==> src/rtl/mux_sched_pkg.sv <==
// Shared types, default sizes and the pointer-advance helper for the round-robin
// output-channel scheduler.
package mux_sched_pkg;

    typedef enum logic {
        IDLE  = 1'b0,
        GRANT = 1'b1
    } sched_state_t;

    localparam int DEF_NUM_CH     = 8;
    localparam int DEF_DATA_WIDTH = 32;

    // Priority pointer moves to the channel just after the one released, wrapping to 0.
    function automatic int unsigned next_ptr(input int unsigned sel, input int unsigned num_ch);
        return (sel + 1 >= num_ch) ? 0 : sel + 1;
    endfunction

endpackage

==> src/rtl/rr_priority_pick.sv <==
// Round-robin pick: rotate requests so ptr sits at bit 0, take the lowest set bit,
// then rotate the index back into channel numbering.
module rr_priority_pick
    import mux_sched_pkg::*;
#(
    parameter int NUM_CH    = DEF_NUM_CH,
    parameter int SEL_WIDTH = $clog2(NUM_CH)
) (
    input  logic [NUM_CH-1:0]    req,
    input  logic [SEL_WIDTH-1:0] ptr,
    output logic [SEL_WIDTH-1:0] gnt_idx,
    output logic                 any_req
);

    logic [NUM_CH-1:0]    req_rot;
    logic [SEL_WIDTH-1:0] ffs;
    int                   idx_sum;

    assign req_rot = NUM_CH'({req, req} >> ptr);
    assign any_req = |req;

    always_comb begin
        ffs = '0;
        for (int i = NUM_CH - 1; i >= 0; i--) begin
            if (req_rot[i]) begin
                ffs = SEL_WIDTH'(i);
            end
        end
        idx_sum = int'(ffs) + int'(ptr);
        if (idx_sum >= NUM_CH) begin
            idx_sum = idx_sum - NUM_CH;
        end
        gnt_idx = SEL_WIDTH'(idx_sum);
    end

endmodule

==> src/rtl/mux_rr_scheduler.sv <==
// Round-robin packet scheduler sharing one registered output channel between NUM_CH
// requesters; a grant is held until the last beat or a forced release at MAX_BURST.
module mux_rr_scheduler
    import mux_sched_pkg::*;
#(
    parameter int DATA_WIDTH = DEF_DATA_WIDTH,
    parameter int NUM_CH     = DEF_NUM_CH,
    parameter int SEL_WIDTH  = $clog2(NUM_CH),
    parameter int MAX_BURST  = 16
) (
    input  logic                                 clk_i,
    input  logic                                 rst_i,
    input  logic [NUM_CH-1:0]                    ch_valid_i,
    input  logic [NUM_CH-1:0][DATA_WIDTH-1:0]    ch_data_i,
    input  logic [NUM_CH-1:0]                    ch_last_i,
    output logic [NUM_CH-1:0]                    ch_ready_o,
    output logic                                 out_valid_o,
    output logic [DATA_WIDTH-1:0]                out_data_o,
    output logic                                 out_last_o,
    input  logic                                 out_ready_i,
    output logic [SEL_WIDTH-1:0]                 selector_o,
    output logic                                 busy_o
);

    localparam int                   CNT_WIDTH = $clog2(MAX_BURST + 1);
    localparam logic [CNT_WIDTH-1:0] CNT_LAST  = CNT_WIDTH'(MAX_BURST - 1);

    sched_state_t         state;
    logic [SEL_WIDTH-1:0] ptr;
    logic [CNT_WIDTH-1:0] cnt;
    logic [SEL_WIDTH-1:0] pick_idx;
    logic                 any_req;
    logic                 out_free;
    logic                 take;
    logic                 beat_last;

    rr_priority_pick #(
        .NUM_CH    (NUM_CH),
        .SEL_WIDTH (SEL_WIDTH)
    ) u_pick (
        .req     (ch_valid_i),
        .ptr     (ptr),
        .gnt_idx (pick_idx),
        .any_req (any_req)
    );

    // Handshake: a beat moves on a rising edge where valid and ready are both high;
    // ready never depends on the granted channel's own valid.
    assign out_free  = !out_valid_o || out_ready_i;
    assign take      = (state == GRANT) && ch_valid_i[selector_o] && out_free;
    assign beat_last = ch_last_i[selector_o] || (cnt == CNT_LAST);
    assign busy_o    = (state == GRANT);

    always_comb begin
        ch_ready_o = '0;
        if (state == GRANT) begin
            ch_ready_o[selector_o] = out_free;
        end
    end

    always_ff @(posedge clk_i) begin
        if (rst_i) begin
            state       <= IDLE;
            selector_o  <= '0;
            ptr         <= '0;
            cnt         <= '0;
            out_valid_o <= 1'b0;
            out_data_o  <= '0;
            out_last_o  <= 1'b0;
        end else begin
            case (state)
                IDLE: begin
                    if (any_req) begin
                        selector_o <= pick_idx;
                        state      <= GRANT;
                    end
                end
                GRANT: begin
                    if (take) begin
                        if (beat_last) begin
                            state <= IDLE;
                            cnt   <= '0;
                            ptr   <= SEL_WIDTH'(next_ptr(32'(selector_o), NUM_CH));
                        end else begin
                            cnt <= cnt + CNT_WIDTH'(1);
                        end
                    end
                end
                default: state <= IDLE;
            endcase

            // Output register refills on a take, otherwise empties once accepted.
            if (take) begin
                out_valid_o <= 1'b1;
                out_data_o  <= ch_data_i[selector_o];
                out_last_o  <= beat_last;
            end else if (out_valid_o && out_ready_i) begin
                out_valid_o <= 1'b0;
            end
        end
    end

endmodule

==> config.mk <==
export PLATFORM = sky130hd
export DESIGN_NAME = mux_rr_scheduler
export DESIGN_NICKNAME = d
export VERILOG_FILES = /design/src/rtl/mux_sched_pkg.sv /design/src/rtl/rr_priority_pick.sv /design/src/rtl/mux_rr_scheduler.sv
export SDC_FILE = /design/constraint.sdc
export NUM_CORES = 1
export LEC_CHECK = 0
export ABC_AREA = 1
export CAP_MARGIN = 20
export CORE_AREA = 2 2 124 126
export CTS_CLUSTER_SIZE = 40
export DETAILED_ROUTE_END_ITERATION = 16
export DIE_AREA = 0 0 126 128
export PLACE_DENSITY_LB_ADDON = 0.2
export SYNTH_ARGS = -nofsm -noshare
export SYNTH_HDL_FRONTEND = slang
export SYNTH_HIERARCHICAL = 1
export SYNTH_SLANG_ARGS = --single-unit
==> constraint.sdc <==
create_clock -name clk_i -period 3.8 [get_ports clk_i]
set_input_delay 1.14 -clock clk_i [delete_from_list [all_inputs] [get_ports clk_i]]
set_output_delay 1.14 -clock clk_i [all_outputs]
set_load 0.05 [all_outputs]
==> results of run 1 <==
==> report_power, final <==
part / internal [uW] / switching, uW
Sequential: 703 / 191
Combinational: 1450 / 2730
Clock: 285 / 200
==> through the flow <==
step,total power [uW],std cells,TNS [ps],setup slack (ps)
6_report,5560,1242,0,211
5_1_grt,5980,1242,0,5.84
4_1_cts,5560,1242,0,196
3_5_place_dp,5050,1234,-70.8,-70.8
3_3_place_gp,5050,1234,-45.1,-45.1
2_1_floorplan,3580,759,0,451
==> layout make-up <==
cell class / instances / area share
Timing Repair Buffer: 343 / 0.438
Multi-Input combinational cell: 613 / 0.372
Sequential cell: 46 / 0.117
Tap cell: 188 / 0.0297
Inverter: 44 / 0.0225
Clock buffer: 7 / 0.0195
Clock inverter: 1 / 0.000949
==> worst reg2reg max path, stage by stage, from the launching register on <==
cell	delay (ps)
dfxtp_1	690
inv_8	100
nand2_2	100
nand3_2	60
nand2_1	120
nand2_1	80
nand2_1	60
nand2_1	50
nand2_1	50
nand2_1	40
nand2_1	50
nand2_1	50
a21oi_1	120
ha_1	160
inv_1	50
fa_1	390
xor2_1	160
nand3b_1	190
nand2_1	70
inv_1	30
o21ai_1	120
a21oi_1	50
==> per-layer routing <==
metal / up-vias / track usage / wire length [um]
met1: 2833 / 0.320 / 9190
met5: - / 0 / 0
met2: 247 / 0.453 / 10700
met4: 0 / 0.0614 / 419
met3: 27 / 0.0568 / 1530
li1: 3152 / - / -
==> cells in the final DEF (no fill, tap or decap) <==
| cell type | synthesis | routed |
|---|---|---|
| clkdlybuf4s50_1 | 0 | 309 |
| nor2_1 | 184 | 183 |
| o21ai_0 | 130 | 129 |
| nand2_1 | 91 | 91 |
| o22ai_1 | 62 | 62 |
| dfxtp_1 | 46 | 45 |
| inv_1 | 37 | 37 |
| o21ai_1 | 33 | 34 |
| nand3_1 | 34 | 33 |
| nor3_1 | 31 | 31 |
| buf_4 | 2 | 23 |
| nand2_2 | 13 | 13 |
| a21oi_1 | 9 | 9 |
| buf_12 | 0 | 8 |
| nand3_2 | 6 | 7 |
| clkbuf_16 | 0 | 6 |
| inv_2 | 5 | 4 |
| nor2_2 | 3 | 4 |
| ha_1 | 4 | 4 |
| dlymetal6s2s_1 | 0 | 3 |
| inv_4 | 1 | 2 |
| or2_2 | 2 | 2 |
| xor2_1 | 2 | 2 |
| nor4_1 | 2 | 2 |
| o21ai_4 | 0 | 1 |
| o211ai_1 | 1 | 1 |
| nor2_4 | 1 | 1 |
| clkinvlp_4 | 0 | 1 |
| clkbuf_1 | 31 | 1 |
| dfxtp_4 | 0 | 1 |
| inv_8 | 1 | 1 |
| a21oi_2 | 1 | 1 |
| o21bai_1 | 1 | 1 |
| nand3b_1 | 1 | 1 |
| fa_1 | 1 | 1 |
==> flip-flops by register name (all words and copies together) (netlist names) <==
signal / count
out_data_o: 32
cnt: 5
ptr: 3
selector_o: 3
busy_o: 1
out_last_o: 1
out_valid_o: 1
==> how the worst min path moves through the flow <==
stage | start | endpoint | slack, ps | depth (start not counted)
finish | cnt[4]$_SDFFE_PP0P_ | cnt[4]$_SDFFE_PP0P_ | 470 | 2
global route | cnt[4]$_SDFFE_PP0P_ | cnt[4]$_SDFFE_PP0P_ | 510 | 2
CTS | cnt[4]$_SDFFE_PP0P_ | cnt[4]$_SDFFE_PP0P_ | 470 | 2
detailed placement | cnt[4]$_SDFFE_PP0P_ | cnt[4]$_SDFFE_PP0P_ | 460 | 2
global placement | cnt[4]$_SDFFE_PP0P_ | cnt[4]$_SDFFE_PP0P_ | 460 | 2
floorplan | cnt[4]$_SDFFE_PP0P_ | cnt[4]$_SDFFE_PP0P_ | 440 | 2
==> logic make-up (layout without fill, tap and decap cells) <==
kind of cell             Yosys count  in the layout  synth area share
AND/OR/NAND/NOR                  368            368             0.365
AO/OA/AOI/OAI                    238            238             0.300
buffers and inverters            100            395            0.0995
flip-flops                        46             46             0.215
adder cells (fa/ha/maj)            5              5            0.0164
XOR/XNOR                           2              2           0.00410
==> timing repair <==
action,4_1_cts,5_1_grt
buffers inserted,0,0
endpoints found under the setup margin,0,1
resized for setup,0,5
==> out/qor.log, run 1 <==
INFO  detailed_routing drtIter0Drc=342
INFO  finish         fill_cells=1,538
INFO  sta            max_clock_freq=0.279GHz
INFO  worst_setup_path critPathMostFrequentCell=nor2_1
INFO  sta            final_report_hold_violation_count=0
INFO  synth          ys_warn_count=6
INFO  synth          synth_edf_count=0
INFO  global_route   tot_gr_track_use=0.257
INFO  worst_setup_path r2r_setup_slack=890ps
INFO  worst_setup_path timing.critical_path.slowest_stage_cell=clkdlybuf4s50_1
INFO  place          port-buffer-count=320
INFO  clock_tree     cts.sink_count=46
INFO  synth          synth_largest_area_cell=dfxtp_1
INFO  synth          netlist-cell-type-count=32
INFO  finish         area_delta_synth_final=84.9%
INFO  worst_setup_path cp.buffers_inverters=2
INFO  sta            setup_viol=0
INFO  worst_setup_path worst-endpoint-arrival=2450ps
INFO  sta            timing.hold.ws=472ps
INFO  finish         final_instance_area=0.00791sqmm
INFO  worst_setup_path worstReg2RegEnd=selector_o[2]$_SDFFE_PP0P_
INFO  synth          number_of_storage_elements_in_the_synthesis_netlist=46
INFO  pwr            ir_drop=0.000394V
INFO  clock_tree     cts_inserted_buffers=5
INFO  worst_setup_path critical_path.top_delay_family=simple AND/OR/NAND/NOR gates
INFO  sta            finalCritPeriodShare=0.944
INFO  synth          ys_dominant_reg_cell=dfxtp_1
INFO  worst_setup_path required=2660ps
INFO  detailed_routing vias_per_cell=5.04
INFO  sta            min_period=3590ps
INFO  sta            fin_worst_skew=6.57ps
INFO  worst_setup_path end_point_of_the_critical_path=ch_ready_o[0]
INFO  place          placed_area=0.00773sqmm
INFO  floorplanning  floorplan.die.height=128um
INFO  sta            final-max-slew-violation-count=0
INFO  floorplanning  start_util=0.288
INFO  clock_tree     clk_transition_reported_paths=70ps
INFO  global_route   antenna_found_initial=2
INFO  worst_setup_path worst_setup_ep_type=output port
INFO  detailed_routing drt_wl_total=21.9mm
INFO  worst_setup_path critical-path-max-stage-delay=450ps
INFO  synth          total_standard_cell_area_after_synthesis=0.00428sqmm
INFO  synth          yosysMostFrequentCell=nor2_1
INFO  worst_setup_path criticalPathCategory=in2out
INFO  detailed_routing ant_nets=0
INFO  finish         ff_latch_area=925squm
INFO  synth          synth_async_sr_flop_share=0
INFO  global_route   grt_pass1_vias=5,937
INFO  detailed_routing avgRoutedWirePerCell=17.6um
INFO  worst_setup_path start_kind=input port
INFO  sta            worst_max_slew_margin_expressed_relative_to_the_limit=0.470
INFO  floorplanning  fp.dieArea=0.0161sqmm
INFO  clock_tree     cts_htree_levels=2
INFO  worst_setup_path critPathLaunch=out_ready_i
INFO  global_route   grt_pass1_wl=32.9mm
INFO  floorplanning  io_pins=321
INFO  detailed_routing num_vias=6,259
INFO  synth          yosys-top-cells-count=nor2_1, o21ai_0, nand2_1, o22ai_1, dfxtp_1
INFO  finish         n_antenna_cell=0
INFO  synth          netlist_instances=759
INFO  pwr            static-leakage-power=0.00313uW
INFO  synth          yosysTopAreaCellShare=0.215
INFO  min_path       holdCritPathClass=reg2reg
INFO  sta            rsz0062_at_grt=false
INFO  worst_setup_path critical_path.max_fanout=4
INFO  detailed_routing drt_first_pass_iters=5
INFO  sta            tightestPinTransition=795ps
INFO  global_route   grt-ovfl-total=0
INFO  run            max_cap_violation_count=0
INFO  finish         multiInputGateArea=0.00295sqmm
INFO  worst_setup_path cp_cell_sequence=clkdlybuf4s50_1, nor2_1, nor2_1, nand2_1, nor2_1, buf_12
INFO  synth          synthesis.nets=1,039
INFO  floorplanning  fp-row-count=45
INFO  synth          ys_top_cells_by_area=dfxtp_1, nor2_1, o21ai_0
INFO  place          hpwlAfterDp=16.4mm
INFO  pwr            cellPowerDensity=703mW/mm^2
INFO  worst_setup_path r2r_cells=21
INFO  floorplanning  die_x=126um
INFO  worst_setup_path critical_path_depth=6
INFO  clock_tree     cts_hold_repair.buffers=0
INFO  run_status     outcome=finished clean
INFO  finish         final_net_count=1,333
INFO  floorplanning  core_ar=0.0149sqmm
INFO  synth          post_synth.cell_area_avg=5.63squm
INFO  place          finalWeightedCongestion=0.933
INFO  synth          seq_area_frac_synth=0.215
INFO  global_route   grt_start_max_net_pins=89
INFO  clock_tree     ctsLongestPathBuffers=2
INFO  detailed_routing remaining_drc_errors=0
INFO  clock_tree     clock_latency_at_the_later_pin_of_the_worst_skew_pair=290ps
INFO  finish         layout-drive-gt1-share=0.0712
INFO  clock_tree     clockRootBuffer=clkbuf_16
INFO  finish         final_util=0.532
INFO  clock_tree     tritoncts=built
INFO  worst_setup_path timing.rr.start=ptr[0]$_SDFFE_PP0P_
Note: power is estimated with default switching activity, not from simulation.
==> run 2, diff against run 1 <==
==> constraint.sdc (replaced) <==
create_clock -name clk_i -period 3.8 [get_ports clk_i]
set_input_delay 0.57 -clock clk_i [delete_from_list [all_inputs] [get_ports clk_i]]
set_output_delay 0.57 -clock clk_i [all_outputs]
set_load 0.05 [all_outputs]
==> out/qor.log, run 2 (synthesized netlist as in run 1, its figures left out) <==
INFO  place          finalWeightedCongestion=0.893 [-4.3%]
INFO  detailed_routing drtIter0Drc=371 [+8.5%]
INFO  sta            max_clock_freq=0.315GHz [+13%]
INFO  clock_tree     post_cts.resized_instances=0 [unchanged]
INFO  global_route   grt-ovfl-total=0 [unchanged]
INFO  sta            setup_tns=0ps [unchanged]
INFO  global_route   tot_gr_track_use=0.258 [+0.000815]
INFO  min_path       min_path_cells=2 [unchanged]
INFO  worst_setup_path critical_path.max_fanout=4 [unchanged]
INFO  finish         final_net_count=1,320 [-0.98%]
INFO  finish         fill_cells=1,535 [-0.20%]
INFO  worst_setup_path start_kind=input port
INFO  place          placed_area=0.00756sqmm [-2.3%]
INFO  worst_setup_path r2r_cells=21 [unchanged]
INFO  floorplanning  floorplan.die.height=128um [unchanged]
INFO  global_route   grt_start_max_net_pins=96 [+7.9%]
INFO  sta            tightestPinTransition=888ps [+92.6 ps]
INFO  floorplanning  core_ar=0.0149sqmm [unchanged]
INFO  clock_tree     cts_inserted_buffers=5 [unchanged]
INFO  detailed_routing num_vias=6,156 [-1.6%]
INFO  detailed_routing routed.top_layer=met4
INFO  global_route   antenna_found_initial=3 [+1]
INFO  finish         mostFrequentLayoutCells=clkdlybuf4s50_1, nor2_1, o21ai_0
INFO  worst_setup_path criticalPathCategory=in2out
INFO  place          port-buffer-count=320 [unchanged]
INFO  global_route   grt_pass1_wl=33.1mm [+0.63%]
INFO  worst_setup_path required=3230ps [+570 ps]
INFO  sta            worst_max_slew_margin_expressed_relative_to_the_limit=0.408 [-0.0617]
INFO  clock_tree     clk_transition_reported_paths=70ps [about the same]
INFO  finish         layout-drive-gt1-share=0.0519 [-0.0193]
INFO  worst_setup_path worst-endpoint-arrival=2600ps [+150 ps]
INFO  floorplanning  io_pins=321 [unchanged]
INFO  sta            final_report_hold_violation_count=0 [unchanged]
INFO  clock_tree     clock_latency_at_the_later_pin_of_the_worst_skew_pair=290ps [about the same]
INFO  detailed_routing remaining_drc_errors=0 [unchanged]
INFO  clock_tree     clockRootBuffer=clkbuf_16
INFO  place          hpwlAfterDp=16.0mm [-2.5%]
INFO  sta            rsz0062_at_grt=false
INFO  pwr            static-leakage-power=0.00301uW [-4.0%]
INFO  min_path       holdCritPathClass=reg2reg
INFO  clock_tree     tritoncts=built
INFO  clock_tree     postCtsSetupBuffers=0 [unchanged]
INFO  worst_setup_path worst_setup_ep_type=output port
INFO  detailed_routing avgRoutedWirePerCell=17.4um [-1.5%]
INFO  sta            final-max-slew-violation-count=0 [unchanged]
INFO  finish         largest_register_ff_count=32 [unchanged]
INFO  floorplanning  die_x=126um [unchanged]
INFO  floorplanning  fp.dieArea=0.0161sqmm [unchanged]
INFO  sta            timing.hold.ws=476ps [+4.44 ps]
INFO  finish         final_instance_area=0.00773sqmm [-2.2%]
INFO  clock_tree     ctsLongestPathBuffers=2 [unchanged]
INFO  detailed_routing drt_first_pass_iters=5 [unchanged]
INFO  finish         multiInputGateArea=0.00294sqmm [-0.17%]
INFO  sta            min_period=3170ps [-417 ps]
INFO  finish         final_common_cell=clkdlybuf4s50_1
INFO  finish         ff_latch_area=925squm [unchanged]
INFO  finish         area_delta_synth_final=80.8%
INFO  detailed_routing dr_wl_met2=10.2mm [-5.0%]
INFO  detailed_routing met3_wirelength=1.62mm [+5.5%]
INFO  global_route   grt_pass1_vias=6,038 [+1.7%]
INFO  finish         reg_top3=out_data_o (32), cnt (5)
INFO  run            max_cap_violation_count=0 [unchanged]
INFO  pwr            cellPowerDensity=704mW/mm^2 [about the same]
INFO  sta            fin_worst_skew=4.37ps [-2.19 ps]
INFO  run_status     outcome=finished clean
INFO  pwr            ir_drop=0.000439V [+12%]
INFO  detailed_routing drt_wl_total=21.4mm [-2.3%]
INFO  detailed_routing ant_nets=0 [unchanged]
INFO  clock_tree     cts.sink_count=46 [unchanged]
INFO  floorplanning  start_util=0.288 [unchanged]
INFO  pwr            totalPowerFinal=5440uW [-2.2%]
INFO  floorplanning  fp-row-count=45 [unchanged]
INFO  finish         regMostFlops=out_data_o
INFO  clock_tree     cts_hold_repair.buffers=0 [unchanged]
INFO  sta            finalCritPeriodShare=0.835 [-0.110]
INFO  detailed_routing met1_length=8.71mm [-5.2%]
INFO  clock_tree     cts_htree_levels=2 [unchanged]
INFO  sta            setup_viol=0 [unchanged]
INFO  detailed_routing vias_per_cell=5.00 [-0.85%]
==> run 2: cell type report <==
class	count	share of cell area
Timing Repair Buffer	330	0.424
Multi-Input combinational cell	613	0.380
Sequential cell	46	0.120
Tap cell	188	0.0304
Inverter	44	0.0230
Clock buffer	5	0.0162
Clock inverter	3	0.00566
Antenna cell	3	0.000971
==> run 2: per-layer routing <==
layer / track usage / vias to the layer above
met5: 0 / -
met4: 0.107 / 0
met3: 0.0701 / 46
met2: 0.442 / 231
met1: 0.305 / 2741
li1: - / 3138
==> run 2: critical path, cell delays in order <==
cell,delay [ps]
clkdlybuf4s50_1,450
nor2_1,50
nor2_1,270
nand2_1,270
nor2_1,170
clkdlybuf4s50_1,820
==> run 2: path summary, 6_finish.rpt <==
| kind | from | end | slack, ps |
|---|---|---|---|
| max | out_ready_i | ch_ready_o[1] | 630 |
| min | out_last_o$_SDFFE_PP0N_ | out_last_o$_SDFFE_PP0N_ | 480 |
| max reg2reg | ptr[0]$_SDFFE_PP0P_ | selector_o[2]$_SDFFE_PP0P_ | 870 |
| min reg2reg | out_last_o$_SDFFE_PP0N_ | out_last_o$_SDFFE_PP0N_ | 480 |
==> run 2: metrics by stage <==
step	worst slack [ps]	std cells	util
5_1_grt	459	1230	0.520
2_1_floorplan	1020	759	-
6_report	628	1232	0.520
3_3_place_gp	537	1221	0.508
3_5_place_dp	541	1221	0.508
4_1_cts	624	1229	0.520
==> run 2: power by group <==
part	switching, uW	leakage (uW)	total, uW	internal (uW)
logic	2680	0.00255	4030	1360
registers	193	0.000378	896	703
clock network	199	0.0000804	510	311
total	3070	0.00301	5440	2370
